<file path="src/rtl/fifo_traffic_gen.sv">
// Multi-channel FIFO traffic generator/checker: per-channel counter or LFSR
// streams written to a tpc FIFO and verified on return from an fpc FIFO.

module fifo_traffic_gen_seq #(
  parameter int WIDTH = 64,
  parameter int CH    = 0
) (
  input  logic             clock_i,
  input  logic             reset_n_i,
  input  logic             enable_i,
  input  logic             mode_i,
  input  logic [31:0]      count_i,
  input  logic [3:0]       throttle_i,
  input  logic             avail_i,
  output logic             strobe_o,
  output logic [WIDTH-1:0] word_o,
  output logic             done_o,
  output logic             start_o
);
  localparam logic [1:0] IDLE = 2'd0, RUN = 2'd1, GAP = 2'd2, DONE = 2'd3;
  localparam logic [31:0] SEED = 32'hFFFF_FFFF ^ 32'(CH);

  logic [1:0]       state_q, state_d;
  logic             en_q;
  logic             mode_q, mode_d;
  logic [31:0]      count_q, count_d, k_q, k_d, lfsr_q, lfsr_d;
  logic [3:0]       gap_q, gap_d;
  logic             last_q, last_d;
  logic [WIDTH-1:0] word_q, word_d;
  logic [31:0]      k_inc, lfsr_inc;
  logic             last_word;

  function automatic logic [31:0] lfsr_step(input logic [31:0] s);
    return (s >> 1) ^ (s[0] ? 32'h8020_0003 : 32'h0);
  endfunction

  function automatic logic [WIDTH-1:0] make_word(input logic m, input logic [31:0] k,
                                                 input logic [31:0] l);
    if (m) return {(WIDTH/32){l}};
    return {8'(CH), (WIDTH-8)'(k)};
  endfunction

  assign strobe_o  = (state_q == RUN) & avail_i;
  assign done_o    = (state_q == DONE);
  assign start_o   = enable_i & ~en_q & (state_q == IDLE);
  assign word_o    = word_q;
  assign k_inc     = k_q + 32'd1;
  assign lfsr_inc  = lfsr_step(lfsr_q);
  assign last_word = (count_q != 32'd0) && (k_inc == count_q);

  always_comb begin
    state_d = state_q;
    mode_d  = mode_q;
    count_d = count_q;
    k_d     = k_q;
    lfsr_d  = lfsr_q;
    gap_d   = gap_q;
    last_d  = last_q;
    word_d  = word_q;
    case (state_q)
      IDLE: if (start_o) begin
        mode_d  = mode_i;
        count_d = count_i;
        k_d     = 32'd0;
        lfsr_d  = SEED;
        last_d  = 1'b0;
        word_d  = make_word(mode_i, 32'd0, SEED);
        state_d = RUN;
      end
      RUN: if (strobe_o) begin
        k_d    = k_inc;
        lfsr_d = lfsr_inc;
        last_d = last_word;
        word_d = make_word(mode_q, k_inc, lfsr_inc);
        if (throttle_i != 4'd0) begin
          gap_d   = throttle_i;
          state_d = GAP;
        end else if (last_word) begin
          state_d = DONE;
        end
      end
      GAP: begin
        if (gap_q <= 4'd1) state_d = last_q ? DONE : RUN;
        else               gap_d   = gap_q - 4'd1;
      end
      default: ;
    endcase
    // Dropping enable aborts from any state; only a fresh rising edge restarts.
    if (!enable_i) state_d = IDLE;
  end

  always_ff @(posedge clock_i or negedge reset_n_i) begin
    if (!reset_n_i) begin
      state_q <= IDLE;
      en_q    <= 1'b0;
      mode_q  <= 1'b0;
      count_q <= 32'd0;
      k_q     <= 32'd0;
      lfsr_q  <= SEED;
      gap_q   <= 4'd0;
      last_q  <= 1'b0;
      word_q  <= '0;
    end else begin
      state_q <= state_d;
      en_q    <= enable_i;
      mode_q  <= mode_d;
      count_q <= count_d;
      k_q     <= k_d;
      lfsr_q  <= lfsr_d;
      gap_q   <= gap_d;
      last_q  <= last_d;
      word_q  <= word_d;
    end
  end
endmodule

module fifo_traffic_gen #(
  parameter int CHANNELS = 2,
  parameter int WIDTH    = 64,
  parameter int CW       = 16
) (
  input  logic                      clock_i,
  input  logic                      reset_n_i,
  input  logic [CHANNELS-1:0]       enable_i,
  input  logic [CHANNELS-1:0]       mode_i,
  input  logic [31:0]               count_i,
  input  logic [3:0]                throttle_i,
  input  logic [CHANNELS-1:0]       tpc_ready_i,
  output logic [CHANNELS-1:0]       tpc_write_o,
  output logic [CHANNELS*WIDTH-1:0] tpc_data_o,
  input  logic [CHANNELS-1:0]       fpc_valid_i,
  output logic [CHANNELS-1:0]       fpc_read_o,
  input  logic [CHANNELS*WIDTH-1:0] fpc_data_i,
  output logic [CHANNELS-1:0]       tx_done_o,
  output logic [CHANNELS-1:0]       rx_done_o,
  output logic [CHANNELS-1:0]       error_o,
  output logic [CHANNELS*CW-1:0]    error_count_o
);
  genvar gi;
  generate
    for (gi = 0; gi < CHANNELS; gi++) begin : g_ch
      logic [WIDTH-1:0] exp_word;
      logic             gen_start, chk_start, mismatch;
      logic             err_q, err_d;
      logic [CW-1:0]    ecnt_q, ecnt_d;

      fifo_traffic_gen_seq #(.WIDTH(WIDTH), .CH(gi)) u_gen (
        .clock_i(clock_i), .reset_n_i(reset_n_i), .enable_i(enable_i[gi]),
        .mode_i(mode_i[gi]), .count_i(count_i), .throttle_i(throttle_i),
        .avail_i(tpc_ready_i[gi]), .strobe_o(tpc_write_o[gi]),
        .word_o(tpc_data_o[gi*WIDTH +: WIDTH]), .done_o(tx_done_o[gi]),
        .start_o(gen_start)
      );

      fifo_traffic_gen_seq #(.WIDTH(WIDTH), .CH(gi)) u_chk (
        .clock_i(clock_i), .reset_n_i(reset_n_i), .enable_i(enable_i[gi]),
        .mode_i(mode_i[gi]), .count_i(count_i), .throttle_i(throttle_i),
        .avail_i(fpc_valid_i[gi]), .strobe_o(fpc_read_o[gi]),
        .word_o(exp_word), .done_o(rx_done_o[gi]),
        .start_o(chk_start)
      );

      assign mismatch = fpc_read_o[gi] & (fpc_data_i[gi*WIDTH +: WIDTH] != exp_word);

      always_comb begin
        err_d  = err_q;
        ecnt_d = ecnt_q;
        if (gen_start | chk_start) begin
          err_d  = 1'b0;
          ecnt_d = '0;
        end else if (mismatch) begin
          err_d = 1'b1;
          if (ecnt_q != {CW{1'b1}}) ecnt_d = ecnt_q + 1'b1;
        end
      end

      always_ff @(posedge clock_i or negedge reset_n_i) begin
        if (!reset_n_i) begin
          err_q  <= 1'b0;
          ecnt_q <= '0;
        end else begin
          err_q  <= err_d;
          ecnt_q <= ecnt_d;
        end
      end

      assign error_o[gi]                = err_q;
      assign error_count_o[gi*CW +: CW] = ecnt_q;
    end
  endgenerate
endmodule

</file>
<file path="config.mk">
export PLATFORM = sky130hd
export DESIGN_NAME = fifo_traffic_gen
export DESIGN_NICKNAME = d
export VERILOG_FILES = /design/src/rtl/fifo_traffic_gen.sv
export SDC_FILE = /design/constraint.sdc
export NUM_CORES = 2
export LEC_CHECK = 0
export CAP_MARGIN = 15
export CORE_MARGIN = 1
export CORE_UTILIZATION = 50
export CTS_CLUSTER_DIAMETER = 30
export CTS_CLUSTER_SIZE = 8
export DETAILED_ROUTE_END_ITERATION = 6
export PLACE_DENSITY = 0.81
export REMOVE_ABC_BUFFERS = 1
export SYNTH_ARGS = -nofsm -noshare
export SYNTH_HDL_FRONTEND = slang
export SYNTH_HIERARCHICAL = 1
export SYNTH_SLANG_ARGS = --single-unit
</file>
<file path="constraint.sdc">
create_clock -name clock_i -period 7 [get_ports clock_i]
set_clock_uncertainty 0.15 [all_clocks]
set_input_delay 2.1 -clock clock_i [delete_from_list [all_inputs] [get_ports clock_i]]
set_output_delay 2.1 -clock clock_i [all_outputs]
set_load 0.02 [all_outputs]
</file>
==> impl_metrics.toml <==
[outcome]
status = "completed"

[power_and_ir_drop]
finalPower_w = 0.01923
swShare = 0.3427
intPower_w = 0.01264
seq_power_share = 0.339
clockPowerShare = 0.391
combPwrFrac = 0.270
power_density_nw_per_um2 = 401.0
ir_worst_vdd_v = 0.0002615
switching_power_w = 0.006590
p_leak_nw = 19.84

[grt]
grt_max_degree = 137
grt_pass1_vias = 33860
track_usage = 0.3147
grt_first_pass_wirelength_um = 193800
overflow = 0
antenna_found_initial = 2

[setup_path]
path_class = "input pin to primary output"
cp-end-kind = "primary output"
crit_path_start_kind = "input pin"
cp_num_buf_inv = 4
cp_slowest_stage_delay_ps = 600
worstPathArrival_ps = 3840
critPathTopFamily = "buffers and inverters"
crit_required_ps = 4750
cp_cell_sequence = "clkdlybuf4s50_1 -> inv_1 -> nor2_1 -> buf_4 -> clkdlybuf4s50_1"
crit_fanout = 5
crit_top_cell = "clkdlybuf4s50_1"
slowest_stage = "clkdlybuf4s50_1"

[clock_network]
cts_tree = "built"
ctsRootBufferMaster = "clkbuf_16"
clk_pin_slew_ps = 40
clk_latency_ps = 720
cts-resized-gates = 0
cts_max_path_buffers = 3
clkSinkCount = 710
post-cts-setup-buffer-count = 0
ctsHoldBuffers = 0
htreeDepth = 4
numCtsBuffers = 157

[run]
maxCapViolations = 0

[drt]
wl_per_cell_um = 22.09
route.detailed.drc = 0
dr.pass1.iters = 6
viasPerCell = 6.170
first_iter_violations = 4183
dr_total_vias = 34640
ant_nets = 0
totalWireLength_um = 124000

[synth]
synth_edf_count = 0
yosysSeqAreaShare = 0.4635
yosys-top-cells-area = "dfrtp_1 (38%), dfstp_2 (8.6%), nand2_1 (8.1%), xnor2_1 (4.2%), xor2_1 (3.2%)"
yosysUniqueCellTypes = 96
syn_area_per_cell_um2 = 9.213
ys.warnings.count = 6
async_reset_ff_frac = 1.000
synth_top_area_share = 0.3779
synth_top_cell_by_area = "dfrtp_1"
synth_area_um2 = 38670
ys.flop_type = "dfrtp_1"
netlist_instances = 4198
synth_seq_cells = 710

[die]
start_util = 0.5075
core_um2 = 76200
num_io_pins = 344
fp.dieH_um = 280.1
die-area_um2 = 78460
rows = 101
die_x_um = 280.1

[place]
hpwl_um = 84030
post-place-ws_ps = 985.6
dpl.cell_count = 5319
gp_congestion = 0.9630
io_buffers = 343

[finish]
nNetsFinal = 4654
area.growth.synth_to_final_pct = 24.01
multi_input_comb_area_um2 = 19120
num-fill-cells = 6063
regArea_um2 = 17920
instances_no_fill = 5614
drive_above_1_share = 0.1194

[timing]
tns_ps = 0
fin_crit_sh = 0.8704
setup-violations-final = 0
finalCriticalPeriod_ps = 6092
fmax_mhz = 164.1
drv_slew = 0
fin_ws_ps = 907.5
rsz0062_at_grt = "no"
slew_headroom = 0.2282
tightest_slew_ps = 1157
hold_viol = 0
hold_ws_ps = 318.6

[hold_path]
holdCritPathClass = "flop to flop"
## power groups by stage
stage	clock (W)	combinational, W	sequential [W]
2_1_floorplan	0	0.00285	0.00652
3_3_place_gp	0	0.00495	0.00649
5_1_grt	0.00781	0.00569	0.00662
6_report	0.00752	0.00520	0.00651
4_1_cts	0.00758	0.00518	0.00648
3_5_place_dp	0	0.00510	0.00650
## path summary, 6_finish.rpt
path	start	end	slack (ps)	cells past startpoint
setup / recovery	fpc_valid_i[1]	fpc_read_o[1]	910	5
hold / removal	g_ch[1].u_gen/word_o[59]	g_ch[1].u_gen/word_o[59]	320	2
setup reg to reg	g_ch[1].u_chk/k_q[0]	g_ch[1].u_chk/state_q[0]	2870	9
hold reg to reg	g_ch[1].u_gen/word_o[59]	g_ch[1].u_gen/word_o[59]	320	2
max in group asynchronous	reset_n_i	g_ch[1].u_gen/k_q[15]	4050	2
min in group asynchronous	reset_n_i	g_ch[0].u_chk/word_o[47]	1330	1
## routing by layer
| metal | vias up | global-route usage | wire length (um) |
|---|---|---|---|
| met5 | - | 0 | 0 |
| met4 | 0 | 0.1265 | 4161 |
| met3 | 264 | 0.05962 | 10400 |
| met2 | 1720 | 0.4888 | 57570 |
| met1 | 17120 | 0.4338 | 51900 |
| li1 | 15530 | - | - |
## cell type report
cell class	count	share of cell area
Antenna cell	1	0.00005218
Multi-Input combinational cell	3111	0.3987
Sequential cell	710	0.3737
Clock inverter	84	0.02330
Timing Repair Buffer	390	0.08043
Inverter	80	0.006261
Tap cell	1030	0.02687
Clock buffer	208	0.09061
## per-stage QoR
| step | utilization | area, um^2 |
|---|---|---|
| floorplan | - | 37330 |
| global placement | 0.5571 | 42460 |
| detailed placement | 0.5573 | 42470 |
| CTS | 0.6290 | 47930 |
| global route | 0.6293 | 47960 |
| finish | 0.6294 | 47960 |
## tightest hold or removal path: stages (launching register included)
cell	delay [ps]
dfrtp_1	330
nand2_1	50
nand2_1	50
## kinds of logic (layout without fill, tap and decap cells)
| group | Yosys count | after routing | share of synthesized area |
|---|---|---|---|
| simple gates | 1748 | 1748 | 0.2258 |
| compound gates | 968 | 968 | 0.1679 |
| flops | 710 | 710 | 0.4635 |
| buf+inv | 377 | 762 | 0.04257 |
| xor+xnor | 348 | 348 | 0.08599 |
| fa+ha+maj | 30 | 30 | 0.009706 |
| mux | 17 | 17 | 0.004594 |
| other cells | 0 | 1 | 0 |
## Yosys cell counts, drive strengths merged (8+ instances only)
library cell and n:
a22oi 16, clkbuf 200, a22o 22, nand2b 15
inv 79, or4 29, dfstp 126, ha 30
dfrtp 584, nor3 50, a221oi 19, and3 50
o22a 127, a221o 12, xnor2 187, nor4 114
and2 33, o21ai 245, mux2i 11, or2 10
buf 97, nand2 839, xor2 142, a21oi 204
a31oi 17, nand4 102, xnor3 14, or3 30
a311oi 16, o31ai 77, o311ai 8, o22ai 57
o41ai 9, and4 36, nor2b 14, a2111oi 15
o211ai 56, nor2 276, nand3 121, nand3b 14
## state kept, by name, indices dropped and copies added (netlist names), 64 cells and up
name                flops
g_ch.u_chk/word_o     128
g_ch.u_gen/word_o     128
g_ch.u_chk/count_q     64
g_ch.u_chk/k_q         64
g_ch.u_chk/lfsr_q      64
g_ch.u_gen/count_q     64
g_ch.u_gen/k_q         64
g_ch.u_gen/lfsr_q      64
## cells in the final DEF, fill, tap and decap left out, types with 30 or more instances in the layout
master           instances
buf_4                   41
ha_1                    30
xor2_1                 142
o31ai_1                 77
nand4_1                 89
clkdlybuf4s50_1        342
o22a_1                 127
clkbuf_1                33
inv_1                   78
nor2_1                 275
and3_1                  44
o22ai_1                 57
nor4_1                  93
o211ai_1                56
dfrtp_1                584
o21ai_0                228
nand3_1                113
xnor2_1                186
dfstp_2                126
nor3_1                  43
a21oi_1                204
clkbuf_16              161
and4_1                  33
nand2_1                829
(Power assumes the default switching activity.)
